`config.mk`:
```
export PLATFORM = sky130hd
export DESIGN_NAME = sdram_pattern_tester_flat
export DESIGN_NICKNAME = d
export VERILOG_FILES = /design/src/rtl/sdram_tester_pkg.sv /design/src/rtl/sdram_pattern_tester_if.sv /design/src/rtl/pattern_gen.sv /design/src/rtl/sdram_pattern_tester.sv /design/src/flat_wrapper.sv
export SDC_FILE = /design/constraint.sdc
export NUM_CORES = 1
export LEC_CHECK = 0
export BUFFER_PORTS_ARGS = -buffer_cell sky130_fd_sc_hd__buf_4
export CORE_MARGIN = 5
export CORE_UTILIZATION = 50
export DETAILED_ROUTE_END_ITERATION = 12
export GPL_ROUTABILITY_DRIVEN = 0
export PLACE_DENSITY = 0.73
export SLEW_MARGIN = 5
export SYNTH_ARGS = -nofsm -noshare
export SYNTH_HDL_FRONTEND = slang
export SYNTH_SLANG_ARGS = --single-unit
```
`constraint.sdc`:
```
create_clock -name clk_50m -period 4.5 [get_ports clk_50m]
set_input_delay 0.45 -clock clk_50m [delete_from_list [all_inputs] [get_ports clk_50m]]
set_output_delay 0.45 -clock clk_50m [all_outputs]
set_load 0.02 [all_outputs]
```
`src/rtl/sdram_tester_pkg.sv`:
```
// Shared types and constants for the SDRAM pattern tester.
package sdram_tester_pkg;

  typedef enum logic [2:0] {
    ST_IDLE   = 3'd0,
    ST_WRITE  = 3'd1,
    ST_SETTLE = 3'd2,
    ST_READ   = 3'd3,
    ST_DRAIN  = 3'd4
  } tester_state_t;

  typedef enum logic [1:0] {
    PAT_INC  = 2'd0,
    PAT_INV  = 2'd1,
    PAT_WALK = 2'd2,
    PAT_LFSR = 2'd3
  } pattern_t;

  localparam logic [31:0] LFSR_MASK      = 32'h8020_0003;
  localparam logic [31:0] LFSR_SEED_BASE = 32'hACE1_0000;

  // One Galois shift: feed back the mask when the bit shifted out is set.
  function automatic logic [31:0] lfsr_step(input logic [31:0] v);
    return v[0] ? ((v >> 1) ^ LFSR_MASK) : (v >> 1);
  endfunction

endpackage

```
`src/rtl/sdram_pattern_tester_if.sv`:
```
// FIFO write/read port pair between the tester and sdram_top.
interface sdram_pattern_tester_if #(
  parameter int DATA_W = 64
) ();
  logic              wr_en;
  logic [DATA_W-1:0] wr_data;
  logic              rd_en;
  logic [DATA_W-1:0] rd_data;

  modport master (output wr_en, output wr_data, output rd_en, input rd_data);
  modport slave  (input wr_en, input wr_data, input rd_en, output rd_data);
endinterface

```
`src/rtl/pattern_gen.sv`:
```
// Pattern word generator: word index plus LFSR, restartable and advanced once per word.
module pattern_gen
  import sdram_tester_pkg::*;
#(
  parameter int DATA_W = 64,
  parameter int ADDR_W = 24
) (
  input  logic              clk_50m,
  input  logic              rst_n,
  input  logic              restart,
  input  logic              advance,
  input  pattern_t          mode,
  input  logic [31:0]       seed,
  output logic [DATA_W-1:0] word
);

  localparam int REPS = (DATA_W + 31) / 32;
  localparam logic [ADDR_W-1:0] DW_A = ADDR_W'(DATA_W);

  logic [ADDR_W-1:0] idx;
  logic [31:0]       lfsr;
  logic [ADDR_W-1:0] bit_pos;

  assign bit_pos = idx % DW_A;

  // Index and LFSR state: restart wins over advance.
  always_ff @(posedge clk_50m or negedge rst_n) begin
    if (!rst_n) begin
      idx  <= '0;
      lfsr <= LFSR_SEED_BASE;
    end else if (restart) begin
      idx  <= '0;
      lfsr <= seed;
    end else if (advance) begin
      idx  <= idx + 1'b1;
      lfsr <= lfsr_step(lfsr);
    end
  end

  // Map the current index/LFSR to a data word for the selected pattern.
  always_comb begin
    word = '0;
    case (mode)
      PAT_INC:  word = DATA_W'(idx);
      PAT_INV:  word = DATA_W'(~idx);
      PAT_WALK: word = DATA_W'(1) << bit_pos;
      PAT_LFSR: word = DATA_W'({REPS{lfsr}});
      default:  word = '0;
    endcase
  end

endmodule

```
`src/rtl/sdram_pattern_tester.sv`:
```
// SDRAM traffic generator/checker: repeated fill, settle, read-back and compare passes.
//
// state     | meaning
// ----------+----------------------------------------------------
// ST_IDLE   | waiting for run && init_done, generators held at 0
// ST_WRITE  | wr_en every cycle for TEST_LEN words
// ST_SETTLE | WAIT_CYC idle cycles, check generator rewound
// ST_READ   | rd_en every cycle for TEST_LEN words
// ST_DRAIN  | final compare, pass_count++, loop or stop
module sdram_pattern_tester
  import sdram_tester_pkg::*;
#(
  parameter int          DATA_W    = 64,
  parameter int unsigned TEST_LEN  = 24'h400000,
  parameter int          ADDR_W    = 24,
  parameter int unsigned WAIT_CYC  = 1024,
  parameter int          ERR_CNT_W = 16
) (
  input  logic                      clk_50m,
  input  logic                      rst_n,
  input  logic                      run,
  input  logic [1:0]                pattern_sel,
  input  logic                      sdram_init_done,
  sdram_pattern_tester_if.master    fifo,
  output logic                      busy,
  output logic                      error_flag,
  output logic [ERR_CNT_W-1:0]      err_count,
  output logic [ADDR_W-1:0]         first_err_idx,
  output logic [3:0]                pass_count
);

  logic [1:0]        run_sync;
  logic [1:0]        init_sync;
  logic              run_s;
  logic              init_s;
  tester_state_t     state;
  tester_state_t     state_nxt;
  logic [ADDR_W-1:0] word_cnt;
  logic [31:0]       wait_cnt;
  logic              word_tc;
  logic              wait_tc;
  logic              pass_start;
  logic              pass_done;
  pattern_t          mode_q;
  logic [31:0]       seed;
  logic [DATA_W-1:0] wr_word;
  logic [DATA_W-1:0] chk_word;
  logic              rd_valid;
  logic [ADDR_W-1:0] chk_idx;
  logic              mismatch;

  assign run_s   = run_sync[1];
  assign init_s  = init_sync[1];
  assign word_tc = (word_cnt == '0);
  assign wait_tc = (wait_cnt == '0);

  // Two-flop synchronisers for the asynchronous control inputs.
  always_ff @(posedge clk_50m or negedge rst_n) begin
    if (!rst_n) begin
      run_sync  <= '0;
      init_sync <= '0;
    end else begin
      run_sync  <= {run_sync[0], run};
      init_sync <= {init_sync[0], sdram_init_done};
    end
  end

  // FSM state register.
  always_ff @(posedge clk_50m or negedge rst_n) begin
    if (!rst_n) state <= ST_IDLE;
    else        state <= state_nxt;
  end

  // Next state; losing init_done anywhere in a pass aborts without counting it.
  always_comb begin
    state_nxt = state;
    pass_done = 1'b0;
    case (state)
      ST_IDLE:   if (run_s && init_s) state_nxt = ST_WRITE;
      ST_WRITE:  if (!init_s) state_nxt = ST_IDLE;
                 else if (word_tc) state_nxt = ST_SETTLE;
      ST_SETTLE: if (!init_s) state_nxt = ST_IDLE;
                 else if (wait_tc) state_nxt = ST_READ;
      ST_READ:   if (!init_s) state_nxt = ST_IDLE;
                 else if (word_tc) state_nxt = ST_DRAIN;
      ST_DRAIN:  if (!init_s) state_nxt = ST_IDLE;
                 else begin
                   pass_done = 1'b1;
                   state_nxt = run_s ? ST_WRITE : ST_IDLE;
                 end
      default:   state_nxt = ST_IDLE;
    endcase
  end

  assign pass_start = (state_nxt == ST_WRITE) && (state != ST_WRITE);

  // Terminal-count down-counters for the word phases and the settle gap.
  always_ff @(posedge clk_50m or negedge rst_n) begin
    if (!rst_n) begin
      word_cnt <= ADDR_W'(TEST_LEN - 1);
      wait_cnt <= 32'(WAIT_CYC - 1);
    end else begin
      word_cnt <= (state == ST_WRITE || state == ST_READ) ? word_cnt - 1'b1
                                                          : ADDR_W'(TEST_LEN - 1);
      wait_cnt <= (state == ST_SETTLE) ? wait_cnt - 1'b1 : 32'(WAIT_CYC - 1);
    end
  end

  // Pattern selection is frozen for the whole pass.
  always_ff @(posedge clk_50m or negedge rst_n) begin
    if (!rst_n)          mode_q <= PAT_INC;
    else if (pass_start) mode_q <= pattern_t'(pattern_sel);
  end

  // The writer reloads in DRAIN for the next pass, whose pass_count is one higher.
  assign seed = LFSR_SEED_BASE +
                {28'd0, (state == ST_DRAIN) ? pass_count + 4'd1 : pass_count};

  pattern_gen #(.DATA_W(DATA_W), .ADDR_W(ADDR_W)) u_wr_gen (
    .clk_50m (clk_50m),
    .rst_n   (rst_n),
    .restart (state == ST_IDLE || state == ST_DRAIN),
    .advance (fifo.wr_en),
    .mode    (mode_q),
    .seed    (seed),
    .word    (wr_word)
  );

  pattern_gen #(.DATA_W(DATA_W), .ADDR_W(ADDR_W)) u_chk_gen (
    .clk_50m (clk_50m),
    .rst_n   (rst_n),
    .restart (state == ST_SETTLE),
    .advance (rd_valid),
    .mode    (mode_q),
    .seed    (seed),
    .word    (chk_word)
  );

  assign fifo.wr_en   = (state == ST_WRITE);
  assign fifo.rd_en   = (state == ST_READ);
  assign fifo.wr_data = fifo.wr_en ? wr_word : '0;
  assign busy         = (state != ST_IDLE);
  assign mismatch     = rd_valid && (fifo.rd_data != chk_word);

  // Read data lags rd_en by one cycle; track which word it belongs to.
  always_ff @(posedge clk_50m or negedge rst_n) begin
    if (!rst_n) begin
      rd_valid <= 1'b0;
      chk_idx  <= '0;
    end else begin
      rd_valid <= fifo.rd_en;
      if (state == ST_SETTLE) chk_idx <= '0;
      else if (rd_valid)      chk_idx <= chk_idx + 1'b1;
    end
  end

  // Sticky error flag, saturating count, first failing index and pass counter.
  always_ff @(posedge clk_50m or negedge rst_n) begin
    if (!rst_n) begin
      error_flag    <= 1'b0;
      err_count     <= '0;
      first_err_idx <= '0;
      pass_count    <= '0;
    end else begin
      if (mismatch) begin
        error_flag <= 1'b1;
        if (err_count != '1) err_count <= err_count + 1'b1;
        if (!error_flag)     first_err_idx <= chk_idx;
      end
      pass_count <= pass_count + {3'd0, pass_done};
    end
  end

endmodule

```
`src/flat_wrapper.sv`:
```
// flat-port wrapper written by rule: the top's interface ports become plain ports
module sdram_pattern_tester_flat import sdram_tester_pkg::*;
#(
  parameter int          DATA_W    = 64,
  parameter int unsigned TEST_LEN  = 24'h400000,
  parameter int          ADDR_W    = 24,
  parameter int unsigned WAIT_CYC  = 1024,
  parameter int          ERR_CNT_W = 16
)
  (clk_50m, rst_n, run, pattern_sel, sdram_init_done, busy, error_flag, err_count, first_err_idx, pass_count, fifo_wr_en, fifo_wr_data, fifo_rd_en, fifo_rd_data);
  sdram_pattern_tester_if #(.DATA_W(DATA_W)) fifo_i ();
  input  logic clk_50m;
  input  logic rst_n;
  input  logic run;
  input  logic [1:0] pattern_sel;
  input  logic sdram_init_done;
  output logic busy;
  output logic error_flag;
  output logic [ERR_CNT_W-1:0] err_count;
  output logic [ADDR_W-1:0] first_err_idx;
  output logic [3:0] pass_count;
  output wire logic [$bits(fifo_i.wr_en)-1:0] fifo_wr_en;
  output wire logic [$bits(fifo_i.wr_data)-1:0] fifo_wr_data;
  output wire logic [$bits(fifo_i.rd_en)-1:0] fifo_rd_en;
  input wire logic [$bits(fifo_i.rd_data)-1:0] fifo_rd_data;
  assign fifo_wr_en = fifo_i.wr_en;
  assign fifo_wr_data = fifo_i.wr_data;
  assign fifo_rd_en = fifo_i.rd_en;
  assign fifo_i.rd_data = fifo_rd_data;
  sdram_pattern_tester #(.DATA_W(DATA_W), .TEST_LEN(TEST_LEN), .ADDR_W(ADDR_W), .WAIT_CYC(WAIT_CYC), .ERR_CNT_W(ERR_CNT_W)) u_core (.clk_50m(clk_50m), .rst_n(rst_n), .run(run), .pattern_sel(pattern_sel), .sdram_init_done(sdram_init_done), .fifo(fifo_i), .busy(busy), .error_flag(error_flag), .err_count(err_count), .first_err_idx(first_err_idx), .pass_count(pass_count));
endmodule
```
# --- Word-level counts from Yosys, hierarchy flattened ---
# Index checks and enable logic that the tools add are counted.
totals:
  ff_bits: 247
  in_bits: 70
  out_inout_bits: 112
  word_cells: 87
op_classes:
  add_sub_neg: 9
  n_eq_ne: 11
  n_shift: 2
  mux: 30
  bitwise: 5
  reduce_logical: 14
ops:
  columns: ["op", "n"]
  rows:
  - ["case mux 64 bit (4 select lines)", 2]
  - ["two-way mux 32 bit", 7]
  - ["two-way mux 24 bit", 7]
  - ["inverter 24 -> 64 bit", 2]
  - ["<< shifter 1 x 6 -> 64 bit (first input constant)", 2]
  - ["adder 24 x 1 -> 24 bit (second input constant)", 3]
  - ["two-way mux 64 bit", 1]
  - ["inequality test 64 bit", 1]
  - ["adder 32 x 4 -> 32 bit (first input constant)", 1]
  - ["logical NOT 32 bit", 1]
  - ["subtractor 32 x 1 -> 32 bit (second input constant)", 1]
  - ["logical NOT 24 bit", 1]
  - ["two-way mux 3 bit", 8]
  - ["subtractor 24 x 1 -> 24 bit (second input constant)", 1]
  - ["adder 16 x 1 -> 16 bit (second input constant)", 1]
  - ["inequality test 16 bit (second input constant)", 1]
  - ["case mux 3 bit (5 select lines)", 1]
  - ["inverter 3 -> 4 bit", 2]
  - ["equality test 3 x 1 -> 1 bit (second input constant)", 2]
  - ["equality test 3 x 2 -> 1 bit (second input constant)", 2]
  - ["adder 4 x 1 -> 4 bit", 1]
  - ["adder 4 x 1 -> 4 bit (second input constant)", 1]
  - ["equality test 2 bit (second input constant)", 2]
  - ["two-way mux 4 bit", 1]
  - ["other kinds (12)", 19]

# --- Longest topological paths before layout ---
logic_depth:
  depth_word: 6
  ltp_mapped: 15
  mapped_depth_nobuf: 11

# --- Hierarchy ---
# Synthesis repeated with hierarchy kept, for this count alone.
unflattened:
  cells_unflattened: 1703
  area_unflattened_um2: 15035.7
by_module_without_submodules:
  columns: ["module", "n_inst", "cells_each", "area_each_um2", "seq_area_each_um2"]
  rows:
  - ["pattern_gen", 2, 495, 3912.5, 1411.4]
  - ["sdram_pattern_tester", 1, 713, 7210.7, 3418.3]

# --- Worst setup path after synthesis ---
# Ideal clock, no wire load.
synth_path:
  path_type: "flip-flop to flip-flop"
  from: "register u_core.u_chk_gen.idx[2]"
  to: "register u_core.first_err_idx[10]"
  arrival_ns: 3.282
  t_required_ns: 4.375
  setup_slack_ns: 1.093
  stages_incl_launch_ff: 16
  path_cell_list: "dfrtp_1 > buf_2 > clkbuf_1 > inv_1 > ha_1 > clkbuf_2 > a221oi_1 > a211oi_1 > a2111oi_0 > nand3_1 > nor4_2 > a31oi_2 > nor2b_1 > buf_6 > buf_6 > mux2_4"
synth_via:
  elab_chain_cells: 5
  word_cells_on_any_way: 6
synth_rtl:
  columns: ["element", "line_no", "rtl"]
  rows:
  - ["from (decl)", "pattern_gen.sv:20", "logic [ADDR_W-1:0] idx;"]
  - ["from (signal assigned)", "pattern_gen.sv:35", "idx <= idx + 1'b1;"]
  - ["<< shifter 1 x 6 -> 64 bit or inverter 24 -> 64 bit (tied branches)", "pattern_gen.sv:46, pattern_gen.sv:45", null]
  - ["case mux 64 bit (4 select lines) *", "pattern_gen.sv:43", "case (mode)"]
  - ["inequality test 64 bit *", "sdram_pattern_tester.sv:143", "assign mismatch = rd_valid && (fifo.rd_data != chk_word);"]
  - ["logical AND 1 bit *", "sdram_pattern_tester.sv:143", null]
  - ["AND reduction 2 bit (no source line) *", null, null]
  - ["to (signal assigned)", "sdram_pattern_tester.sv:168", "if (!error_flag) first_err_idx <= chk_idx;"]
  - ["to (decl)", "sdram_pattern_tester.sv:28", "output logic [ADDR_W-1:0] first_err_idx,"]
# Every way passes the cells marked *; elsewhere a longest branch is shown, timed or not.
# A chain may end at the register's enable or synchronous reset.

# --- Final worst setup path ---
layout_path:
  from: "register u_core.u_chk_gen.idx[2]"
  to: "register u_core.err_count[1]"
layout_via:
  elab_chain_cells: 5
  word_cells_on_any_way: 6
layout_rtl:
  columns: ["element", "line_no", "rtl"]
  rows:
  - ["<< shifter 1 x 6 -> 64 bit or inverter 24 -> 64 bit (tied branches)", "pattern_gen.sv:46, pattern_gen.sv:45", null]
  - ["case mux 64 bit (4 select lines) *", "pattern_gen.sv:43", null]
  - ["inequality test 64 bit *", "sdram_pattern_tester.sv:143", null]
  - ["logical AND 1 bit *", "sdram_pattern_tester.sv:143", null]
  - ["AND reduction 2 bit (no source line) *", null, null]
  - ["to (signal assigned)", "sdram_pattern_tester.sv:167", "if (err_count != '1) err_count <= err_count + 1'b1;"]
  - ["to (decl)", "sdram_pattern_tester.sv:27", "output logic [ERR_CNT_W-1:0] err_count,"]
# Marks and branches as above.

==> impl_metrics.sql <==
INSERT INTO impl_metrics (metric_group, metric, value, unit) VALUES
('worst_setup_path', 'critPathArrivalTime', '4.70', 'ns'),
('logic_synthesis', 'synth-edff-count', '0', ''),
('status', 'status', 'finished, violations left', ''),
('logic_synthesis', 'ys.flop_type', 'dfrtp_1', ''),
('clocking', 'clk_transition_reported_paths', '0.07', 'ns'),
('sta', 'timing.clock.skew', '0.01652', 'ns'),
('final_layout', 'multi_input_gate_area_in_the_final_layout', '8310', 'µm²'),
('logic_synthesis', 'synth.yosys.seq_area_share', '41.03', '%'),
('job', 'cap_viol_max_count', '0', ''),
('detailed_routing', 'length_of_the_first_detailed_routing_pass_in_iterations', '11', ''),
('detailed_routing', 'drcViolationCount', '0', ''),
('logic_synthesis', 'synthesis.area', '15210', 'µm²'),
('sta', 'finalSetupViolations', '0', ''),
('grt', 'vias_in_the_first_global_route', '13310', ''),
('final_layout', 'layout-drive-gt1-share', '19.33', '%'),
('worst_setup_path', 'worst-setup-path-type', 'reg -> reg', ''),
('final_layout', 'final_design_area_no_fill', '17780', 'µm²'),
('sta', 'grt_setup_unrepaired', 'false', ''),
('pwr', 'largest_vdd_supply_drop', '287.7', 'µV'),
('detailed_routing', 'routed_wl', '45.32', 'mm'),
('worst_setup_path', 'cp_data_required_time', '4.93', 'ns'),
('grt', 'antenna_found_initial', '0', ''),
('grt', 'global_route.usage.total', '25.62', '%'),
('sta', 'timing.fmax', '0.2343', 'GHz'),
('detailed_routing', 'dr_total_vias', '14030', ''),
('clocking', 'worstSkewPairLatency', '0.55', 'ns'),
('final_layout', 'design.final.nets', '1929', ''),
('worst_setup_path', 'critical_path_peak_fanout', '21', ''),
('place', 'dp_hpwl', '31.80', 'mm'),
('pwr', 'p_switching', '1.748', 'mW'),
('pwr', 'p_leak', '7.675', 'nW'),
('floorplan', 'row_count', '63', ''),
('worst_setup_path', 'ff2ff_setup_slack', '0.23', 'ns'),
('grt', 'pin_count_of_the_biggest_net_entering_global_routing', '121', ''),
('floorplan', 'floorplan.initialDensity', '50.92', '%'),
('floorplan', 'die_w', '184.4', 'µm'),
('detailed_routing', 'wl_per_cell', '20.13', 'µm'),
('logic_synthesis', 'syn-num-nets', '1815', ''),
('final_layout', 'layout_common_cells', '203 x buf_4, 201 x nand2_1, 196 x dfrtp_1', ''),
('pwr', 'power_frac_comb', '19.7', '%'),
('final_layout', 'filler_cell_count', '2617', ''),
('place', 'placedInstanceArea', '16750', 'µm²'),
('clocking', 'clock_sinks', '247', ''),
('final_layout', 'final-seq-area', '6247', 'µm²'),
('pwr', 'internal_power_component', '4.151', 'mW'),
('sta', 'whs', '-0.03878', 'ns'),
('sta', 'hold_violations', '21', ''),
('hold_path', 'worstHoldPathType', 'in -> async', ''),
('clocking', 'cts_htree_levels', '1', ''),
('clocking', 'cts_setup_buffers', '0', ''),
('logic_synthesis', 'synth_warnings', '0', ''),
('logic_synthesis', 'synthesis.area_per_instance', '8.813', 'µm²'),
('grt', 'grt_pass1_wl', '71.42', 'mm'),
('pwr', 'pwr_density_cell', '331.8', 'nW/µm²'),
('floorplan', 'die-height', '184.4', 'µm'),
('worst_setup_path', 'worst_setup_path_start_kind', 'flop', ''),
('final_layout', 'synthesis_to_layout_area_growth', '16.88', '%'),
('pwr', 'p_clk_share', '40.9', '%'),
('grt', 'globalRoute.totalOverflow', '0', ''),
('worst_setup_path', 'worstSetupEndpointType', 'flop', ''),
('clocking', 'clock_tree_from_tritoncts', 'done', ''),
('sta', 'timing.slew.headroom', '23.09', '%'),
('detailed_routing', 'antenna_left', '0', ''),
('detailed_routing', 'post_drt_via_cell_ratio', '6.230', ''),
('sta', 'fin_crit_sh', '94.83', '%'),
('clocking', 'tritoncts.num_buffers', '28', ''),
('pwr', 'p_sw_share', '29.63', '%'),
('floorplan', 'ios', '182', ''),
('final_layout', 'antennaDiodeCount', '0', ''),
('sta', 'finalWorstPathRequiredPeriod', '4.267', 'ns'),
('status', 'violations', 'hold timing', '');
==> metal layers <==
metal / part of all wire (%) / GRT usage, % / vias to the layer above / routed length (µm)
met5: 0 / 0 / - / 0
met4: 4.0 / 8.577 / 0 / 1821
met3: 11 / 6.217 / 173 / 4812
met2: 44 / 39.16 / 746 / 19950
met1: 41 / 35.93 / 6745 / 18740
li1: - / - / 6367 / -
==> timing repair <==
item | 4_1_cts | 5_1_grt
setup endpoints to repair | 0 | 0
endpoints found under the hold margin | 2 | 0
resized for setup | 0 | 0
hold buffers | 2 | 0
==> path summary, 6_finish.rpt <==
check,startpoint,to,depth (start not counted)
max reg2reg,u_core.u_chk_gen.idx[2],u_core.err_count[1],11
max in group asynchronous,rst_n,u_core.mode_q[1],2
max,u_core.u_chk_gen.idx[2],u_core.err_count[1],11
min reg2reg,u_core.run_sync[0],u_core.run_sync[1],0
min,rst_n,u_core.first_err_idx[10],1
min in group clk_50m,pattern_sel[0],u_core.mode_q[0],2
==> sequential cells by signal, indices dropped and copies added, names as in the netlist <==
signal	cells
u_core.chk_idx	24
u_core.run_sync	2
u_core.u_chk_gen.idx	24
u_core.pass_count	4
u_core.first_err_idx	24
u_core.err_count	16
u_core.mode_q	2
u_core.state	3
u_core.init_sync	2
u_core.u_chk_gen.lfsr	32
u_core.word_cnt	24
u_core.error_flag	1
u_core.rd_valid	1
u_core.wait_cnt	32
u_core.u_wr_gen.lfsr	32
u_core.u_wr_gen.idx	24
==> Yosys cell counts, drive strengths merged (21+ instances only) <==
master  number  share of area [%]
nand2      201                5.0
nor3        57                1.9
buf         38                1.5
clkbuf      86                2.1
nand3       91                3.0
nand2b      75                3.1
xor2        54                3.1
nor2b       24                1.0
mux2        31                2.8
and3        33                1.4
dfrtp      199                 33
a221oi      27                1.6
nor4        22               0.99
a21oi       68                2.2
mux2i       33                2.2
a32oi       21                1.2
inv         34               0.84
o21ai       67                2.2
a22oi       59                2.9
or3         22               0.90
xnor2       86                5.0
nor2       155                3.8
nand4       36                1.5
dfstp       48                8.3
==> per-stage QoR <==
stage	cells	utilization (%)	setup WS, ns	total power, mW
after global placement	2198	56.07	0.5560	3.471
final	2252	59.51	0.2325	5.899
after floorplan	1726	-	1.093	3.090
after global routing	2252	59.51	0.3279	6.128
after CTS	2252	59.51	0.5049	5.907
after detailed placement	2198	56.07	0.5180	3.479
==> power groups by stage <==
stage / Sequential (mW) / Clock [mW] / Combinational [mW]
6_report: 2.33 / 2.41 / 1.16
5_1_grt: 2.33 / 2.56 / 1.24
4_1_cts: 2.32 / 2.46 / 1.13
3_5_place_dp: 2.36 / 0 / 1.12
3_3_place_gp: 2.36 / 0 / 1.11
2_1_floorplan: 2.31 / 0 / 0.776
==> cell families (layout without fill, tap and decap cells) <==
kind of cell               after synthesis  after routing  synth area share (%)
adders and majority gates               19             19                 1.563
buffers and inverters                  158            294                 4.483
xor gates and xnor gates               140            140                 8.060
AOI/OAI and AO/OA                      323            323                 14.39
and+or+nand+nor                        775            775                 25.51
DFF                                    247            247                 41.03
muxes                                   64             64                 4.960
==> area by class of cell <==
class | count | share of cell area (%)
tap | 390 | 2.745
inverter | 34 | 0.7178
clock buffer | 39 | 4.680
timing repair buffer | 208 | 8.994
clock inverter | 13 | 0.9852
multi-input combinational | 1321 | 46.74
sequential | 247 | 35.14
==> critical path, stage by stage (launching register included) <==
cell and delay, ns:
dfrtp_1 0.77, ha_1 0.53, nand2_1 0.15, nor3_1 0.22, mux2_2 0.35, a2111oi_0 0.43
nand4_1 0.21, nor4_1 0.51, a31oi_2 0.23, buf_4 0.26, nand2_1 0.12, mux2_2 0.35
Note: power is estimated with default switching activity, not from simulation.
